$ cat config.mk
export PLATFORM = sky130hd
export DESIGN_NAME = fetch_unit
export DESIGN_NICKNAME = d
export VERILOG_FILES = /design/src/rtl/fetch_pkg.sv /design/src/rtl/fetch_unit_pc_select.sv /design/src/rtl/fetch_unit.sv
export SDC_FILE = /design/constraint.sdc
export NUM_CORES = 1
export LEC_CHECK = 0
export ABC_CLOCK_PERIOD_IN_PS = 11650
export BUFFER_PORTS_ARGS = -buffer_cell sky130_fd_sc_hd__buf_2
export CAP_MARGIN = 25
export CORE_ASPECT_RATIO = 0.6
export CORE_MARGIN = 3
export CORE_UTILIZATION = 30
export CTS_CLUSTER_SIZE = 10
export DETAILED_ROUTE_END_ITERATION = 6
export PLACE_DENSITY_LB_ADDON = 0.3
export SETUP_SLACK_MARGIN = 0.05
export SYNTH_ARGS = -nofsm -noshare
export SYNTH_HDL_FRONTEND = slang
export SYNTH_SLANG_ARGS = --single-unit
$ cat constraint.sdc
create_clock -name clk -period 11.65 [get_ports clk]
set_clock_uncertainty 0.1 [all_clocks]
set_input_delay 1.165 -clock clk [delete_from_list [all_inputs] [get_ports clk]]
set_output_delay 1.165 -clock clk [all_outputs]
set_load 0.01 [all_outputs]
$ cat src/rtl/fetch_pkg.sv
// Shared definitions for the instruction fetch stage.
//   - assembly FSM state encoding
//   - default reset and interrupt vectors
package fetch_pkg;

   localparam logic [0:0] S_OP  = 1'b0;   // expecting an opcode word
   localparam logic [0:0] S_IMM = 1'b1;   // opcode held, expecting its immediate

   localparam logic [31:0] RESET_VEC_DEF = 32'h20;
   localparam logic [31:0] INT_VEC_DEF   = 32'h0;

endpackage : fetch_pkg

$ cat src/rtl/fetch_unit_pc_select.sv
// pc_select: combinational next-PC priority mux.
// Priority: interrupt > jump > stall (hold) > sequential.
// Ports:
//   i_int, i_jump, i_stall   redirect / hold requests
//   i_jump_target            jump destination
//   i_pc, i_pc_inc           current PC and PC+1
//   o_pc_next_c              selected next PC (combinational)
module pc_select #(
   parameter int unsigned ADDR_W = 32,
   parameter logic [31:0] INT_VEC = 32'h0
) (
   input  logic              i_int,
   input  logic              i_jump,
   input  logic              i_stall,
   input  logic [ADDR_W-1:0] i_jump_target,
   input  logic [ADDR_W-1:0] i_pc,
   input  logic [ADDR_W-1:0] i_pc_inc,
   output logic [ADDR_W-1:0] o_pc_next_c
);

   localparam logic [ADDR_W-1:0] INT_PC = ADDR_W'(INT_VEC);

   always_comb begin
      o_pc_next_c = i_pc_inc;
      if (i_int)        o_pc_next_c = INT_PC;
      else if (i_jump)  o_pc_next_c = i_jump_target;
      else if (i_stall) o_pc_next_c = i_pc;
   end

endmodule : pc_select

$ cat src/rtl/fetch_unit.sv
// fetch_unit: instruction fetch stage. Owns the PC, reads a combinational
// instruction memory and assembles one- or two-word instructions for decode.
// Ports:
//   clk, rst                   clock, async active-high reset
//   stall, jumpBit, jumpTarget pipeline hold and redirect
//   interruptBit               interrupt pulse; vectors to INT_VEC
//   imemAddr, imemData         instruction memory (address = pc)
//   instrOut, immOut           delivered opcode and immediate (0 if none)
//   validOut                   delivered instruction is real
//   instrPcOut, nextPcOut      opcode address and fall-through PC
//   epcOut                     return PC captured on the last interrupt
module fetch_unit
   import fetch_pkg::*;
#(
   parameter int unsigned ADDR_W    = 32,
   parameter int unsigned INSTR_W   = 16,
   parameter logic [31:0] RESET_VEC = RESET_VEC_DEF,
   parameter logic [31:0] INT_VEC   = INT_VEC_DEF,
   parameter int unsigned IMM_BIT   = 0
) (
   input  logic               clk,
   input  logic               rst,
   input  logic               stall,
   input  logic               jumpBit,
   input  logic [ADDR_W-1:0]  jumpTarget,
   input  logic               interruptBit,
   output logic [ADDR_W-1:0]  imemAddr,
   input  logic [INSTR_W-1:0] imemData,
   output logic [INSTR_W-1:0] instrOut,
   output logic [INSTR_W-1:0] immOut,
   output logic               validOut,
   output logic [ADDR_W-1:0]  instrPcOut,
   output logic [ADDR_W-1:0]  nextPcOut,
   output logic [ADDR_W-1:0]  epcOut
);

   localparam logic [ADDR_W-1:0] RESET_PC = ADDR_W'(RESET_VEC);

   logic [ADDR_W-1:0]  r_pc, r_op_pc, r_ipc, r_npc, r_epc;
   logic [0:0]         r_state;
   logic [INSTR_W-1:0] r_hold, r_instr, r_imm;
   logic               r_valid;

   logic [ADDR_W-1:0]  w_pc_inc, w_pc_next, w_op_pc_nxt, w_ipc_nxt, w_npc_nxt, w_epc_nxt;
   logic [0:0]         w_state_nxt;
   logic [INSTR_W-1:0] w_hold_nxt, w_instr_nxt, w_imm_nxt;
   logic               w_valid_nxt;

   // PC arithmetic wraps modulo 2^ADDR_W
   assign w_pc_inc = r_pc + ADDR_W'(1);

   pc_select #(
      .ADDR_W  (ADDR_W),
      .INT_VEC (INT_VEC)
   ) u_pc_select (
      .i_int         (interruptBit),
      .i_jump        (jumpBit),
      .i_stall       (stall),
      .i_jump_target (jumpTarget),
      .i_pc          (r_pc),
      .i_pc_inc      (w_pc_inc),
      .o_pc_next_c   (w_pc_next)
   );

   // State register plus all output/datapath registers
   always_ff @(posedge clk or posedge rst) begin
      if (rst) begin
         r_pc    <= RESET_PC;
         r_state <= S_OP;
         r_hold  <= '0;
         r_op_pc <= '0;
         r_instr <= '0;
         r_imm   <= '0;
         r_valid <= 1'b0;
         r_ipc   <= '0;
         r_npc   <= '0;
         r_epc   <= '0;
      end else begin
         r_pc    <= w_pc_next;
         r_state <= w_state_nxt;
         r_hold  <= w_hold_nxt;
         r_op_pc <= w_op_pc_nxt;
         r_instr <= w_instr_nxt;
         r_imm   <= w_imm_nxt;
         r_valid <= w_valid_nxt;
         r_ipc   <= w_ipc_nxt;
         r_npc   <= w_npc_nxt;
         r_epc   <= w_epc_nxt;
      end
   end

   // Next-state and next-output logic; everything holds unless overridden
   always_comb begin
      w_state_nxt = r_state;
      w_hold_nxt  = r_hold;
      w_op_pc_nxt = r_op_pc;
      w_instr_nxt = r_instr;
      w_imm_nxt   = r_imm;
      w_valid_nxt = r_valid;
      w_ipc_nxt   = r_ipc;
      w_npc_nxt   = r_npc;
      w_epc_nxt   = r_epc;

      if (interruptBit) begin
         // a half-assembled instruction returns to its opcode word
         w_state_nxt = S_OP;
         w_valid_nxt = 1'b0;
         w_epc_nxt   = (r_state == S_IMM) ? r_op_pc : r_pc;
      end else if (jumpBit) begin
         w_state_nxt = S_OP;
         w_valid_nxt = 1'b0;
      end else if (!stall) begin
         case (r_state)
            S_OP: begin
               if (imemData[IMM_BIT]) begin
                  w_hold_nxt  = imemData;
                  w_op_pc_nxt = r_pc;
                  w_valid_nxt = 1'b0;
                  w_state_nxt = S_IMM;
               end else begin
                  w_instr_nxt = imemData;
                  w_imm_nxt   = '0;
                  w_valid_nxt = 1'b1;
                  w_ipc_nxt   = r_pc;
                  w_npc_nxt   = w_pc_inc;
               end
            end
            default: begin
               w_instr_nxt = r_hold;
               w_imm_nxt   = imemData;
               w_valid_nxt = 1'b1;
               w_ipc_nxt   = r_op_pc;
               w_npc_nxt   = r_op_pc + ADDR_W'(2);
               w_state_nxt = S_OP;
            end
         endcase
      end
   end

   assign imemAddr   = r_pc;
   assign instrOut   = r_instr;
   assign immOut     = r_imm;
   assign validOut   = r_valid;
   assign instrPcOut = r_ipc;
   assign nextPcOut  = r_npc;
   assign epcOut     = r_epc;

endmodule : fetch_unit

==> metrics, run 1 <==
VDD IR max=0.0977 mV; routability cong.=0.873; post-synthesis instance total=1,036; slew margin rel.=40.6%; first-pass GRT wire length=51,400 um; Clock Latency Late Sink=540 ps; flop-to-flop setup slack=8560 ps; initial DRC count=704; status=finished clean; EDFF count, synth=0; share of layout cells above drive strength 1=26.0%; pin count of the biggest net entering global routing=94; Die Y=149 um; Root Buffer=clkbuf_16; Final Hold Fails=0; Yosys reg bits=210; Unique masters post-synth=49; CTS H-Tree Depth=1; number of global-route vias before repair=7,905; min Tclk post-route=3370 ps; I/O pin cnt=214; Post-CTS Hold Buffers=0; Yosys Warn Count=0; post-cts sizing count=0; RSZ-0062 raised after global routing=false; syn_nets=1,091; IO Port Bufs=213; final core occ=37.2%; synthesized area per cell=9.89 sq um; Lkg Pwr=5.48 nW; antenna-violating nets left=0; Initial Util=31.0%; post-CTS setup buffers=0; critical path endpoint category=flop; DIE AREA=36,500 sq um; FMAX=296 MHz; detailed-route DRC error count=0; Detailed Place HPWL=24,700 um; sequential area share after synthesis=51.3%; routed wire length=34,000 um; Tcrit/Tclk final=29.0%; via count=8,352; Tightest Pin Transition=892 ps; CTS tree=yes; CORE AREA=33,100 sq um; die width=245 um; Critical Path Source Type=primary input; Primary FF master, synth=dfrtp_1; TritonCTS Sinks=210; Max Slew Vio Count=0; CP arrival=3720 ps; total track usage=18.4%; hold depth=2; grt ovf=0; Num CTS Buffers=25; WS Path Type=primary input to flop; clock slew at reported path FFs=60 ps; r2r startpoint=imemAddr[0]; Area growth, synth to finish=20.0%; initial antenna violation count=0; Worst Reg-to-Reg Cells=6; row count=51; power per standard cell area=159 nW/um^2; Synth Cell Area=10,200 sq um; Fill cells=3,363; Max-Cap Viols=0; post-DR wirelength/cell=20.5 um; crit-path max FO=68; Setup violations, final=0; Vias/cell=5.04; clk buf depth=3; asr flop ratio synth=100%; reg2reg end=nextPcOut[24]; setup_tns=0 ps; hold path endpoint=immOut[3]; WP data required=12,000 ps; Pre-Repair DR Iteration Count=5; worst min path class=flop to flop; hold path start=immOut[3]; Final Net Count=1,252
how the worst max path moves through the flow:
| stage | start | end | slack [ps] |
|---|---|---|---|
| finish | stall | nextPcOut[23] | 8280 |
| global route | stall | nextPcOut[26] | 8040 |
| CTS | stall | nextPcOut[23] | 8290 |
| detailed placement | stall | nextPcOut[23] | 7700 |
| global placement | stall | nextPcOut[26] | 7780 |
| floorplan | rst | epcOut[0] | 4650 |
cells by family after synthesis:
kind of cell	Yosys count	share of synthesized area, %
muxes	97	10.0
DFF	210	51.3
and+or+nand+nor	371	17.3
adders and majority gates	2	0.244
buffers and inverters	98	4.07
xor gates and xnor gates	75	6.41
AOI/OAI and AO/OA	183	10.7
power by group:
part / switching (W) / total, W / internal [W]
Combinational: 0.000176 / 0.000310 / 0.000135
Sequential: 0.000107 / 0.000936 / 0.000829
Clock: 0.000305 / 0.000704 / 0.000399
through the flow:
stage	power [W]	std cells	hold WS [ps]	setup slack, ps	instance area [sq um]
final	0.00195	1658	365	8280	12300
after global routing	0.00205	1657	398	8040	12300
after CTS	0.00197	1657	370	8290	12300
after detailed placement	0.00126	1620	355	7700	11600
after global placement	0.00125	1620	350	7780	11600
after floorplan	0.00110	1036	336	4650	10200
flip-flops by register name, indices dropped and copies added, names as in the netlist:
signal / flops
instrOut: 16
nextPcOut: 32
r_state: 1
imemAddr: 32
r_op_pc: 32
validOut: 1
instrPcOut: 32
immOut: 16
epcOut: 32
r_hold: 16
final cells by class:
cell class	count	area (sq um)	share of cell area, %
antenna	1	2.50	0.0203
clock buffer	35	673	5.47
clock inverter	2	25.0	0.203
inverter	10	45.0	0.366
multi-input combinational	728	4590	37.3
sequential	210	5260	42.8
tap	450	563	4.58
timing repair buffer	222	1140	9.24
worst max-delay path, cell delays in order:
cell      delay [ps]
buf_2            100
buf_4            260
nor3_2           150
buf_4            330
nand2_4          420
nor2_1           690
o21ai_0          370
o211ai_1         190
cells in the mapped netlist, types with 3 or more instances:
library cell | count | area, sq um
nor3_2 | 3 | 30.0
and4_1 | 11 | 96.3
nor3_1 | 31 | 155
inv_1 | 8 | 30.0
nor4_2 | 4 | 50.1
o21a_1 | 7 | 52.6
o221ai_1 | 8 | 70.1
o31ai_1 | 3 | 22.5
buf_1 | 13 | 48.8
nor2b_1 | 3 | 18.8
a22oi_1 | 3 | 22.5
mux2i_1 | 52 | 521
dfrtp_1 | 209 | 5230
a21oi_1 | 50 | 250
a211oi_1 | 21 | 158
buf_2 | 9 | 45.0
nor4_1 | 12 | 75.1
o31a_1 | 4 | 35.0
nand4_1 | 17 | 106
xnor2_1 | 60 | 526
clkbuf_1 | 59 | 221
buf_4 | 4 | 30.0
nor2_1 | 83 | 312
o21ai_0 | 74 | 370
and2_1 | 6 | 37.5
buf_6 | 3 | 33.8
nand3_1 | 39 | 195
or3_1 | 4 | 25.0
xor2_1 | 15 | 131
mux2_2 | 45 | 507
nand2_1 | 143 | 537
a221o_1 | 3 | 30.0
o211ai_1 | 8 | 60.1
per-layer routing:
layer	global-route usage (%)	share of wire [%]	vias up
li1	-	-	3937
met1	31.1	53	4032
met2	22.5	36	349
met3	5.17	9.5	34
met4	2.71	1.3	0
met5	0	0	-
cells in the final DEF (no fill, tap or decap), types with 7 or more instances in the layout:
cell type and n:
inv_1 7, mux2i_1 52, nor3_1 30, nand2_1 142
clkbuf_16 25, o21ai_0 74, and4_1 11, nand4_1 17
xnor2_1 60, xor2_1 15, clkbuf_1 9, nor4_1 12
o21a_1 7, a211oi_1 21, a21oi_1 50, o221ai_1 8
mux2_2 45, buf_4 10, nand3_1 38, nor2_1 83
dfrtp_1 208, buf_2 212, o211ai_1 8
Power figures use the tool's default switching activity.
==> inputs of run 2 (changes only) <==
--- a/config.mk
+++ b/config.mk
@@ -5,7 +5,7 @@
 export SDC_FILE = /design/constraint.sdc
 export NUM_CORES = 1
 export LEC_CHECK = 0
-export ABC_CLOCK_PERIOD_IN_PS = 11650
+export ABC_CLOCK_PERIOD_IN_PS = 3320
 export BUFFER_PORTS_ARGS = -buffer_cell sky130_fd_sc_hd__buf_2
 export CAP_MARGIN = 25
 export CORE_ASPECT_RATIO = 0.6
==> constraint.sdc (replaced) <==
create_clock -name clk -period 3.32 [get_ports clk]
set_clock_uncertainty 0.1 [all_clocks]
set_input_delay 0.332 -clock clk [delete_from_list [all_inputs] [get_ports clk]]
set_output_delay 0.332 -clock clk [all_outputs]
set_load 0.01 [all_outputs]
==> run 2 against run 1 <==
Net effect: non-clock buffer count grew 50; combinational power grew to 3.8 times the previous value; hold slack lost 340 ps; clock power grew to 3.5 times the previous value; wire length grew 2.0%; sequential share of layout area shrank 1.7 points; critical path depth shrank 2; utilization grew 1.5 points; cell count grew 3.0%; die area is the same; sequential power grew to 3.5 times the previous value; design area grew 4.1%; critical path type is now flop to flop.
==> metrics, run 2 (synthesized netlist as in run 1, its figures left out) <==
WS Path Type=flop to flop; IO Port Bufs=213 (unchanged); switching pwr=0.00205 W (+250%); DP Area=11,700 sq um (+1.0%); CORE AREA=33,100 sq um (unchanged); Setup violations, final=0 (unchanged); Final Net Count=1,302 (+4.0%); commonest non-fill, non-tap cells in the layout=buf_2, dfrtp_1, nand2_1; grt ovf=0 (unchanged); Num CTS Buffers=25 (unchanged); M3 GR Usage=3.92% (-1.3 points); Tcrit/Tclk final=81.0%; power share of the clock group=35.4% (-0.7 points); Lkg Pwr=5.71 nW (+4.0%); power per standard cell area=536 nW/um^2 (+240%); die width=245 um (unchanged); pin count of the biggest net entering global routing=71 (-24%); final core occ=38.7% (+1.5 points); r2r startpoint=imemAddr[1]; share of layout cells above drive strength 1=25.8% (-0.24 points); Critical Path Source Type=flop; Die Y=149 um (unchanged); setup_tns=0 ps (unchanged); initial DRC count=825 (+17%); Max-Cap Viols=0 (unchanged); Logic pwr share=17.0% (+1.1 points); VDD IR max=0.376 mV (+280%); final instance area=12,800 sq um (+4.1%); total internal power=0.00481 W (+250%); min Tclk post-route=2690 ps; CTS tree=yes; initial antenna violation count=0 (unchanged); Vias/cell=5.01 (-0.51%); hold path endpoint=imemAddr[14]; met1 GRT Util=32.4% (+1.3 points); GR peak layer=met1; Fill cells=3,402 (+1.2%); number of global-route vias before repair=8,043 (+1.7%); crit-path max FO=19 (-72%); critical path endpoint category=flop; Detailed Place HPWL=25,400 um (+2.9%); Max Slew Vio Count=0 (unchanged); RSZ-0062 raised after global routing=false; Root Buffer=clkbuf_16; WP data required=3640 ps (-8360 ps); routability cong.=0.880 (+0.86%); reg2reg end=imemAddr[24]; Worst Reg-to-Reg Cells=6 (unchanged); Reg power frac=47.6% (-0.4 points); Area growth, synth to finish=24.9%; antenna-violating nets left=0 (unchanged); Initial Util=31.0% (unchanged); Clock Latency Late Sink=530 ps (about the same); most common cell after layout, fill and taps aside=buf_2; flop-to-flop setup slack=630 ps (-7930 ps); pre-CTS WS=649 ps (-7050 ps); hold path start=jumpTarget[14]; row count=51 (unchanged); routed wire length=34,700 um (+2.0%); total track usage=18.8% (+0.34 points); via count=8,560 (+2.5%); Pre-Repair DR Iteration Count=6 (+1); switching share of power=29.9% (-0.23 points); I/O pin cnt=214 (unchanged); FMAX=372 MHz; final worst setup slack=630 ps (-7650 ps); Post-CTS Hold Buffers=40 (+40); worst min path class=primary input to flop; met2 Usage GRT=23.1% (+0.52 points); post-CTS setup buffers=0 (unchanged); post-cts sizing count=0 (unchanged); DIE AREA=36,500 sq um (unchanged); CP arrival=3010 ps (-710 ps); TritonCTS Sinks=210 (unchanged); hold_ws=22.1 ps (-343 ps); CTS H-Tree Depth=1 (unchanged); Final Hold Fails=0 (unchanged); status=finished clean; first-pass GRT wire length=52,400 um (+1.9%); hold depth=3 (+1); slew margin rel.=42.8% (+2.3 points); detailed-route DRC error count=0 (unchanged); clk buf depth=3 (unchanged); post-DR wirelength/cell=20.3 um (-0.94%); clock slew at reported path FFs=60 ps (about the same); Tightest Pin Transition=858 ps (-33.8 ps)
[run 2: stage by stage]
stage               power [W]  instances
floorplan             0.00385       1036
detailed placement    0.00445       1630
finish                0.00686       1708
global route          0.00722       1707
global placement      0.00442       1630
CTS                   0.00697       1707
[run 2: worst max-delay path by stage]
stage                        end   startpoint
CTS                 imemAddr[24]  imemAddr[1]
finish              imemAddr[24]  imemAddr[1]
global placement    imemAddr[24]  imemAddr[1]
global route        imemAddr[26]  imemAddr[1]
floorplan              epcOut[0]          rst
detailed placement  imemAddr[24]  imemAddr[1]
[run 2: cell type report]
cell class / count / area, sq um / area share, %
Antenna cell: 1 / 2.50 / 0.0195
Tap cell: 450 / 563 / 4.40
Multi-Input combinational cell: 728 / 4590 / 35.9
Sequential cell: 210 / 5260 / 41.1
Timing Repair Buffer: 272 / 1660 / 13.0
Clock inverter: 2 / 10.0 / 0.0782
Inverter: 10 / 41.3 / 0.322
Clock buffer: 35 / 673 / 5.26
[run 2: power groups by stage]
| stage | sequential (W) | combinational (W) | clock, W |
|---|---|---|---|
| global route | 0.00332 | 0.00129 | 0.00262 |
| floorplan | 0.00328 | 0.000573 | 0 |
| CTS | 0.00326 | 0.00118 | 0.00252 |
| finish | 0.00327 | 0.00117 | 0.00243 |
| detailed placement | 0.00331 | 0.00114 | 0 |
| global placement | 0.00329 | 0.00113 | 0 |
[run 2: routing by layer]
layer / part of all wire (%) / vias up / routed length, um
met2: 36 / 350 / 12500
met4: 1.2 / 0 / 417
li1: - / 4037 / -
met3: 8.0 / 33 / 2780
met5: 0 / - / 0
met1: 55 / 4140 / 19000
[run 2: worst max-delay path, stage by stage, from the launching register on]
cell and delay, ps:
dfrtp_1 510, ha_1 400, nand3_2 170, or4_4 720, nor4_2 320, xnor2_1 100
a211oi_1 260
==> inputs of run 3 (changes only) <==
--- a/config.mk
+++ b/config.mk
@@ -5,7 +5,7 @@
 export SDC_FILE = /design/constraint.sdc
 export NUM_CORES = 1
 export LEC_CHECK = 0
-export ABC_CLOCK_PERIOD_IN_PS = 3320
+export ABC_CLOCK_PERIOD_IN_PS = 2200
 export BUFFER_PORTS_ARGS = -buffer_cell sky130_fd_sc_hd__buf_2
 export CAP_MARGIN = 25
 export CORE_ASPECT_RATIO = 0.6
==> constraint.sdc (replaced) <==
create_clock -name clk -period 2.2 [get_ports clk]
set_clock_uncertainty 0.1 [all_clocks]
set_input_delay 0.22 -clock clk [delete_from_list [all_inputs] [get_ports clk]]
set_output_delay 0.22 -clock clk [all_outputs]
set_load 0.01 [all_outputs]
==> run 3 against run 2 <==
Net effect: wire length grew 3.1%; non-clock buffer count grew 106; clock-buffer cell count grew 3; first-iteration DRC count shrank 29%; global-route usage grew 0.66 points; die area is the same; hold slack lost 4.3 ps; register-to-register slack lost 570 ps; sequential power grew 46%; utilization grew 3.7 points; critical endpoint is now nextPcOut[30]; worst setup slack lost 570 ps; highest routed layer unchanged; largest power group unchanged.
==> metrics, run 3 (synthesized netlist as in run 1, its figures left out) <==
switching pwr=0.00316 W (+54%); initial DRC count=589 (-29%); I/O pin cnt=214 (unchanged); Reg power frac=44.8% (-2.8 points); Setup violations, final=0 (unchanged); CP bufs+invs=1 (+1); crit-path max FO=9 (-10); status=finished clean; CORE AREA=33,100 sq um (unchanged); number of global-route vias before repair=8,448 (+5.0%); power per standard cell area=760 nW/um^2 (+42%); clk buf depth=3 (unchanged); TritonCTS Sinks=210 (unchanged); VDD IR max=0.493 mV (+31%); WS Path Type=flop to flop; Tcrit/Tclk final=97.3% (+16 points); antenna-violating nets left=0 (unchanged); routability cong.=0.844 (-4.1%); total internal power=0.00751 W (+56%); critical path endpoint category=flop; Top delay family on crit path=simple AND/OR/NAND/NOR gates; die width=245 um (unchanged); grt ovf=0 (unchanged); Antenna Cells=0 (-1); CTS H-Tree Depth=1 (unchanged); Logic pwr share=19.9% (+2.9 points); Critical Path Source Type=flop; DIE AREA=36,500 sq um (unchanged); CP arrival=2450 ps (-560 ps); detailed-route DRC error count=0 (unchanged); Tightest Pin Transition=643 ps (-215 ps); CP max stage delay=600 ps (-120 ps); total track usage=19.4% (+0.66 points); Num CTS Buffers=25 (unchanged); flop-to-flop setup slack=60 ps (-570 ps); FMAX=467 MHz (+26%); Max Slew Vio Count=0 (unchanged); RSZ-0062 raised after global routing=true; Max-Cap Viols=0 (unchanged); final instance area=14,000 sq um (+9.6%); area of the multi-input gates=4840 sq um (+5.3%); clock slew at reported path FFs=60 ps (about the same); routed wire length=35,700 um (+3.1%); crit path cell chain=ha_2 -> nand3_2 -> or4_4 -> buf_12 -> nor3_1 -> xnor2_1 -> o211ai_1; storage element area=5260 sq um (unchanged); final core occ=42.5% (+3.7 points); Final Net Count=1,408 (+8.1%); row count=51 (unchanged); Area growth, synth to finish=37.0%; Fill cells=3,302 (-2.9%); Pwr Total=0.0107 W (+55%); via count=8,999 (+5.1%); CP max stage cell=or4_4; Final Hold Fails=0 (unchanged); CTS tree=yes; post-DR wirelength/cell=19.7 um (-3.0%); Root Buffer=clkbuf_16; Initial Util=31.0% (unchanged); Vias/cell=4.96 (-1.1%); share of layout cells above drive strength 1=32.8% (+7.0 points); slew margin rel.=57.0% (+14 points); switching share of power=29.6% (-0.28 points); IO Port Bufs=213 (unchanged); Detailed Place HPWL=25,900 um (+2.0%); WP data required=2510 ps (-1130 ps); Die Y=149 um (unchanged); commonest non-fill, non-tap cells in the layout=buf_2, dfrtp_1, nand2_1; DP Area=12,400 sq um (+5.8%); Lkg Pwr=6.41 nW (+12%); min Tclk post-route=2140 ps (-548 ps); pin count of the biggest net entering global routing=99 (+39%); power share of the clock group=35.3% (about the same); worst min path class=primary input to flop; first-pass GRT wire length=54,500 um (+4.0%); Clock Latency Late Sink=530 ps (about the same); Pre-Repair DR Iteration Count=5 (-1); most common cell after layout, fill and taps aside=buf_2; initial antenna violation count=0 (unchanged)
## run 3: timing repair
action	4_1_cts	5_1_grt
buffers inserted	7	8
hold endpoints to repair	250	0
setup endpoints to repair	6	30
hold buffers	53	0
pin swaps	5	29
cloned	0	1
resized for setup	5	47
## run 3: worst paths after layout
check	start	end	depth (start not counted)
max in group asynchronous	rst	epcOut[3]	5
min reg2reg	immOut[9]	immOut[9]	2
min in group asynchronous	rst	nextPcOut[10]	4
min	jumpBit	imemAddr[4]	3
max reg2reg	imemAddr[0]	nextPcOut[30]	7
max	imemAddr[0]	nextPcOut[30]	7
## run 3: power groups by stage
stage	Clock, W	Combinational [W]	Sequential (W)
3_3_place_gp	0	0.00201	0.00482
5_1_grt	0.00405	0.00234	0.00484
4_1_cts	0.00388	0.00213	0.00477
6_report	0.00377	0.00213	0.00478
3_5_place_dp	0	0.00204	0.00483
2_1_floorplan	0	0.000868	0.00495
## run 3: worst register-to-register path, delay by kind of cell, from the launching register on
family                   cells  cell delay (ps)
AO/OA/AOI/OAI                1               90
AND/OR/NAND/NOR              3              930
flip-flops                   1              360
adder cells (fa/ha/maj)      1              200
XOR/XNOR                     1              160
buffers and inverters        1              180
## run 3: area by class of cell
cell class / instances / share of cell area, %
timing repair buffer: 378 / 18.7
multi-input combinational: 728 / 34.5
clock inverter: 1 / 0.0624
sequential: 210 / 37.5
clock buffer: 38 / 5.02
tap: 450 / 4.01
inverter: 10 / 0.294
## run 3: metal layers
metal | wire [um] | GRT usage (%) | part of all wire (%)
met5 | 0 | 0 | 0
met4 | 441 | 2.56 | 1.2
met2 | 13200 | 24.2 | 37
met3 | 3260 | 4.83 | 9.1
met1 | 18900 | 32.9 | 53
## run 3: through the flow
stage / worst slack [ps] / TNS (ps) / instances / hold slack (ps)
2_1_floorplan: -847 / -179520 / 1036 / 242
3_3_place_gp: 53.4 / 0 / 1708 / 169
3_5_place_dp: 27.1 / 0 / 1708 / 166
4_1_cts: 34.1 / 0 / 1807 / 89.2
5_1_grt: -18.9 / -48.3 / 1815 / 84.2
6_report: 58.5 / 0 / 1815 / 17.8
